[src/rtl/kitchen_timer_pkg.sv]
// rtl/kitchen_timer_pkg.sv - shared state encoding, digit width and BCD limits for the kitchen timer
package kitchen_timer_pkg;

  typedef enum logic [1:0] {
    ST_IDLE  = 2'b00,
    ST_RUN   = 2'b01,
    ST_PAUSE = 2'b10,
    ST_ALARM = 2'b11
  } state_e;

  localparam int DIGIT_W   = 4;
  localparam int SEC_LIMIT = 59;
  localparam int MIN_LIMIT = 99;

  function automatic int bcd_val(input logic [DIGIT_W-1:0] tens, input logic [DIGIT_W-1:0] ones);
    return 10 * int'(tens) + int'(ones);
  endfunction

endpackage

[src/rtl/bcd_time_counter.sv]
// rtl/bcd_time_counter.sv - MM:SS BCD register with wrap-around increments and a borrowing one-second decrement
module bcd_time_counter
  import kitchen_timer_pkg::*;
(
  input  logic               clk,
  input  logic               rst,
  input  logic               clr,
  input  logic               inc_min,
  input  logic               inc_sec,
  input  logic               dec,
  output logic [DIGIT_W-1:0] min_tens,
  output logic [DIGIT_W-1:0] min_ones,
  output logic [DIGIT_W-1:0] sec_tens,
  output logic [DIGIT_W-1:0] sec_ones,
  output logic               is_zero
);

  localparam logic [DIGIT_W-1:0] D0 = DIGIT_W'(0);
  localparam logic [DIGIT_W-1:0] D1 = DIGIT_W'(1);
  localparam logic [DIGIT_W-1:0] D5 = DIGIT_W'(5);
  localparam logic [DIGIT_W-1:0] D9 = DIGIT_W'(9);

  logic [DIGIT_W-1:0] mt_q, mo_q, st_q, so_q;
  logic [DIGIT_W-1:0] mt_d, mo_d, st_d, so_d;

  always_comb begin
    mt_d = mt_q;
    mo_d = mo_q;
    st_d = st_q;
    so_d = so_q;
    if (clr) begin
      mt_d = D0;
      mo_d = D0;
      st_d = D0;
      so_d = D0;
    end else if (dec) begin
      if (so_q != D0) begin
        so_d = so_q - D1;
      end else begin
        so_d = D9;
        if (st_q != D0) begin
          st_d = st_q - D1;
        end else begin
          st_d = D5;
          if (mo_q != D0) begin
            mo_d = mo_q - D1;
          end else begin
            mo_d = D9;
            mt_d = mt_q - D1;
          end
        end
      end
    end else begin
      // Seconds wrap 59->00 on their own; minutes never see a carry.
      if (inc_sec) begin
        if (bcd_val(st_q, so_q) == SEC_LIMIT) begin
          st_d = D0;
          so_d = D0;
        end else if (so_q == D9) begin
          st_d = st_q + D1;
          so_d = D0;
        end else begin
          so_d = so_q + D1;
        end
      end
      if (inc_min) begin
        if (bcd_val(mt_q, mo_q) == MIN_LIMIT) begin
          mt_d = D0;
          mo_d = D0;
        end else if (mo_q == D9) begin
          mt_d = mt_q + D1;
          mo_d = D0;
        end else begin
          mo_d = mo_q + D1;
        end
      end
    end
  end

  always_ff @(posedge clk or posedge rst) begin
    if (rst) begin
      mt_q <= D0;
      mo_q <= D0;
      st_q <= D0;
      so_q <= D0;
    end else begin
      mt_q <= mt_d;
      mo_q <= mo_d;
      st_q <= st_d;
      so_q <= so_d;
    end
  end

  assign min_tens = mt_q;
  assign min_ones = mo_q;
  assign sec_tens = st_q;
  assign sec_ones = so_q;
  assign is_zero  = (mt_q == D0) && (mo_q == D0) && (st_q == D0) && (so_q == D0);

endmodule

[src/rtl/kitchen_timer_ctrl.sv]
// rtl/kitchen_timer_ctrl.sv - kitchen timer FSM: ms tick detection, countdown sequencing and alarm timeout
module kitchen_timer_ctrl
  import kitchen_timer_pkg::*;
#(
  parameter int MS_PER_SEC = 1000,
  parameter int ALARM_SEC  = 10
) (
  input  logic               clk,
  input  logic               rst,
  input  logic               k_clk,
  input  logic               btn_start,
  input  logic               btn_clr,
  input  logic               btn_min,
  input  logic               btn_sec,
  output logic [DIGIT_W-1:0] min_tens,
  output logic [DIGIT_W-1:0] min_ones,
  output logic [DIGIT_W-1:0] sec_tens,
  output logic [DIGIT_W-1:0] sec_ones,
  output logic               running,
  output logic               alarm,
  output logic [1:0]         state
);

  localparam int MS_W  = (MS_PER_SEC > 1) ? $clog2(MS_PER_SEC) : 1;
  localparam int ALM_W = (ALARM_SEC > 1) ? $clog2(ALARM_SEC) : 1;
  localparam logic [MS_W-1:0]  MS_LAST  = MS_W'(MS_PER_SEC - 1);
  localparam logic [ALM_W-1:0] ALM_LAST = ALM_W'(ALARM_SEC - 1);

  state_e           state_q, state_d;
  logic [MS_W-1:0]  ms_q, ms_d;
  logic [ALM_W-1:0] alm_q, alm_d;
  logic             k_clk_q, armed_q, running_q, alarm_q;
  logic             ms_tick, sec_due, is_zero, is_one;
  logic             clr_time, inc_min, inc_sec, dec;

  // armed_q masks the spurious edge seen when k_clk is already high as reset releases.
  assign ms_tick = (k_clk ^ k_clk_q) & armed_q;
  assign sec_due = (state_q == ST_RUN) && ms_tick && (ms_q == MS_LAST);
  assign is_one  = ({min_tens, min_ones, sec_tens} == '0) && (sec_ones == DIGIT_W'(1));

  assign clr_time = btn_clr;
  assign dec      = sec_due && !btn_clr && !btn_start;
  assign inc_min  = (state_q == ST_IDLE) && !btn_clr && !btn_start && btn_min;
  assign inc_sec  = (state_q == ST_IDLE) && !btn_clr && !btn_start && btn_sec;

  bcd_time_counter u_time (
    .clk      (clk),
    .rst      (rst),
    .clr      (clr_time),
    .inc_min  (inc_min),
    .inc_sec  (inc_sec),
    .dec      (dec),
    .min_tens (min_tens),
    .min_ones (min_ones),
    .sec_tens (sec_tens),
    .sec_ones (sec_ones),
    .is_zero  (is_zero)
  );

  always_comb begin
    state_d = state_q;
    ms_d    = ms_q;
    alm_d   = alm_q;
    unique case (state_q)
      ST_IDLE: begin
        ms_d  = '0;
        alm_d = '0;
        if (!btn_clr && btn_start && !is_zero) state_d = ST_RUN;
      end
      ST_RUN: begin
        if (btn_clr) begin
          state_d = ST_IDLE;
          ms_d    = '0;
        end else if (btn_start) begin
          state_d = ST_PAUSE;
        end else if (ms_tick) begin
          if (ms_q == MS_LAST) begin
            ms_d = '0;
            if (is_one) begin
              state_d = ST_ALARM;
              alm_d   = '0;
            end
          end else begin
            ms_d = ms_q + 1'b1;
          end
        end
      end
      ST_PAUSE: begin
        if (btn_clr) begin
          state_d = ST_IDLE;
          ms_d    = '0;
        end else if (btn_start) begin
          state_d = ST_RUN;
        end
      end
      ST_ALARM: begin
        if (btn_clr || btn_start) begin
          state_d = ST_IDLE;
          ms_d    = '0;
          alm_d   = '0;
        end else if (ms_tick) begin
          if (ms_q == MS_LAST) begin
            ms_d = '0;
            if (alm_q == ALM_LAST) begin
              state_d = ST_IDLE;
              alm_d   = '0;
            end else begin
              alm_d = alm_q + 1'b1;
            end
          end else begin
            ms_d = ms_q + 1'b1;
          end
        end
      end
      default: state_d = ST_IDLE;
    endcase
  end

  always_ff @(posedge clk or posedge rst) begin
    if (rst) begin
      state_q   <= ST_IDLE;
      ms_q      <= '0;
      alm_q     <= '0;
      k_clk_q   <= 1'b0;
      armed_q   <= 1'b0;
      running_q <= 1'b0;
      alarm_q   <= 1'b0;
    end else begin
      state_q   <= state_d;
      ms_q      <= ms_d;
      alm_q     <= alm_d;
      k_clk_q   <= k_clk;
      armed_q   <= 1'b1;
      running_q <= (state_d == ST_RUN);
      alarm_q   <= (state_d == ST_ALARM);
    end
  end

  assign running = running_q;
  assign alarm   = alarm_q;
  assign state   = state_q;

endmodule

[config.mk]
export PLATFORM = sky130hd
export DESIGN_NAME = kitchen_timer_ctrl
export DESIGN_NICKNAME = d
export VERILOG_FILES = /design/src/rtl/kitchen_timer_pkg.sv /design/src/rtl/bcd_time_counter.sv /design/src/rtl/kitchen_timer_ctrl.sv
export SDC_FILE = /design/constraint.sdc
export NUM_CORES = 1
export LEC_CHECK = 0
export ABC_CLOCK_PERIOD_IN_PS = 3600
export BUFFER_PORTS_ARGS = -buffer_cell sky130_fd_sc_hd__buf_2
export CELL_PAD_IN_SITES_DETAIL_PLACEMENT = 0
export CELL_PAD_IN_SITES_GLOBAL_PLACEMENT = 1
export CORE_AREA = 2 2 83 85
export DETAILED_ROUTE_END_ITERATION = 10
export DIE_AREA = 0 0 85 87
export PLACE_DENSITY = 0.86
export REMOVE_ABC_BUFFERS = 1
export SETUP_SLACK_MARGIN = 0.4
export SLEW_MARGIN = 15
export SYNTH_ARGS = -nofsm -noshare
export SYNTH_HDL_FRONTEND = slang
export SYNTH_SLANG_ARGS = --single-unit
[constraint.sdc]
create_clock -name clk -period 3.6 [get_ports clk]
set_input_delay 0.54 -clock clk [delete_from_list [all_inputs] [get_ports clk]]
set_output_delay 0.54 -clock clk [all_outputs]
set_load 0.01 [all_outputs]
==> impl_metrics.json <==
{
  "postPlaceCellArea_um2": 3169,
  "antennaDiodeCount": 0,
  "dr.first_iter.drc_count": 116,
  "powerDensity_nw_per_um2": 322.4,
  "wl_per_cell_um": 15.47,
  "crit_type": "reg2reg",
  "total_power_mw": 1.062,
  "core_um2": 6569,
  "firstDrtPassIters": 4,
  "cts.sinks": 36,
  "clock_skew_ns": 0.009101,
  "io_buffers": 26,
  "synth_top_family_by_area": "simple AND/OR/NAND/NOR gates",
  "irDropWorstVdd_uv": 225.2,
  "wirelength_mm": 6.931,
  "synthTopCellsByArea": "dfrtp_1 31%, ha_1 11%, nor2_1 3.6%, a21oi_1 3.4%, nand3_1 3.2%",
  "synth_seq_area_share_pct": 30.65,
  "nFillCells": 637,
  "tns_ns": 0,
  "fin_worst_hold_slack_ns": 0.3420,
  "maxCapViolCount": 0,
  "critPathLaunch": "u_time.sec_tens[1]",
  "required_ns": 3.78,
  "synth-adder-area-share_pct": 14.22,
  "min_path_type": "in2async",
  "synth_compound_area_share_pct": 20.56,
  "htree_levels": 2,
  "antenna_found_initial": 0,
  "vias": 2676,
  "postCtsSetupRepairBufs": 0,
  "clk_latency_ns": 0.29,
  "drive_gt1_share_pct": 14.13,
  "die_y_um": 87,
  "track_usage_pct": 19.92,
  "synth-edff-count": 0,
  "hold_violations": 0,
  "clockBufferDepth": 2,
  "clock-root-buffer": "clkbuf_8",
  "worst_slew_pin_slew_ns": 0.8497,
  "syn_area_um2": 2939,
  "crit_chain": "ha_1, ha_1, fa_1, and4_1, nand2_1, nor4_1, a21o_1, a21oi_1, mux2_2",
  "arrival_ns": 3.16,
  "crit_slowest_cell": "nor4_1",
  "rows": 30,
  "die_area_um2": 7395,
  "leakagePower_nw": 1.452,
  "dp_slack_ns": 0.5439,
  "globalplace.congestion": 0.8547,
  "dp_hpwl_mm": 5.035,
  "syn_inst": 338,
  "fmax_mhz": 336.2,
  "synth.top_cell.area_share_pct": 30.65,
  "cts_hold_buf": 0,
  "async_reset_ff_share_pct": 100.0,
  "period_needed_ns": 2.975,
  "die_w_um": 85,
  "cts_resized": 0,
  "synth.yosys.warnings": 0,
  "synth-xor-area-share_pct": 2.980,
  "syn2layout_area_growth_pct": 12.09,
  "drc": 0,
  "antenna_left": 0,
  "worst_slack_ns": 0.6252,
  "period_share_pct": 82.63,
  "synth_ff_type": "dfrtp_1",
  "cpMostUsedCell": "ha_1",
  "critPathMaxFanout": 9,
  "design_area_um2": 3294,
  "cts-buffers-inserted": 5,
  "grt_overflow": 0,
  "via_per_inst": 5.973,
  "synthSimpleGateAreaFrac_pct": 24.48,
  "cts_tree": "built",
  "rsz0062_at_grt": "no",
  "start_kind": "register",
  "synth.mux.area_fraction_pct": 2.512,
  "cp-endpoint": "u_time.sec_tens[0]",
  "initial_core_util_pct": 44.74,
  "pin_count": 27,
  "rrSetupSlack_ns": 0.63,
  "endpoint_kind": "register",
  "synth_seq_cells": 36,
  "setup_viol": 0,
  "yosysUniqueCellTypes": 61,
  "grt_pass1_wl_mm": 12.18,
  "avgSynthCellArea_um2": 8.695,
  "grt_max_degree": 37,
  "finalNetCount": 405,
  "status": "completed",
  "clkTransAtPathRegs_ns": 0.08,
  "reg2reg_to": "u_time.sec_tens[0]",
  "ff2ff_path_depth": 9,
  "slowest_delay_ns": 0.53,
  "slew_viol_final": 0,
  "slew_headroom_pct": 43.09,
  "grt_pass1_vias": 2617,
  "yosysTopAreaCell": "dfrtp_1",
  "r2r_start": "u_time.sec_tens[1]"
}
==> worst min-delay path by stage <==
stage,depth (start not counted),start,end,slack [ns]
final,3,rst,state[1],0.34
after global routing,1,k_clk,k_clk_q,0.36
after CTS,3,rst,k_clk_q,0.35
after detailed placement,1,alm_q[3],alm_q[3],0.46
after global placement,1,alm_q[3],alm_q[3],0.46
after floorplan,1,alm_q[3],alm_q[3],0.45
==> worst max-delay path: cells and delay by family, from the launching register on <==
| kind | cells | cell delay, ns |
|---|---|---|
| AO/OA/AOI/OAI | 2 | 0.30 |
| adder cells (fa/ha/maj) | 3 | 1.04 |
| flip-flops | 1 | 0.49 |
| multiplexers | 1 | 0.27 |
| AND/OR/NAND/NOR | 3 | 0.78 |
==> cell type report <==
type	count	area, um2	area share, %
multi-input cells	270	1921	58.30
repair buffers	33	182.7	5.545
well taps	80	100.1	3.038
clock inverters	3	42.54	1.291
inverters	21	78.83	2.393
clock buffers	5	68.82	2.089
flip-flops and latches	36	900.9	27.35
==> cell usage after synthesis, types with 5 or more instances <==
cell and number:
nand4_1 7, xnor2_1 7, nand3_1 19, clkbuf_1 7
dfrtp_1 36, and3_1 5, nor2_1 28, inv_1 20
nor3_1 11, ha_1 27, nor3b_1 5, o211ai_1 7
o21ai_0 16, nand2_1 23, or3_1 6, and2_1 5
a21oi_1 20
==> stage by stage <==
step                cells  utilization [%]
finish                448            50.15
global route          448            50.15
CTS                   448            49.94
detailed placement    440            48.25
global placement      440            48.25
floorplan             327                -
==> state kept, by name, indices dropped and copies added (netlist names) <==
name             cells
ms_q                10
u_time.sec_ones      4
armed_q              1
u_time.min_tens      4
running              1
u_time.sec_tens      4
k_clk_q              1
alarm                1
alm_q                4
state                2
u_time.min_ones      4
==> cell usage in the layout (no fill, tap or decap), types with 6 or more instances in the layout <==
master	n
nand3_1	19
buf_4	7
a21oi_1	20
xnor2_1	7
o211ai_1	7
o21ai_0	16
nor3_1	11
buf_2	26
nand4_1	7
ha_1	27
dfrtp_1	36
or3_1	6
nor2_1	28
inv_1	20
nand2_1	23
==> per-layer routing <==
layer,routed length [um],part of all wire (%),GRT usage [%]
met5,0,0,0
met4,69,1.0,6.494
met3,230,3.3,3.223
met2,3165,46,31.32
met1,3466,50,28.09
==> power by group <==
group          switching (mW)  internal, mW  total (mW)
Clock                   0.162         0.205       0.368
Combinational           0.142        0.0977       0.240
Sequential             0.0333         0.421       0.455
Total                   0.338         0.724        1.06
==> cell families after synthesis <==
logic type | after synthesis
mux | 7
other cells | 1
xor+xnor | 10
compound gates | 87
fa+ha+maj | 31
buf+inv | 32
flops | 36
simple gates | 134
No activity file was read; power rests on OpenSTA's default activity.
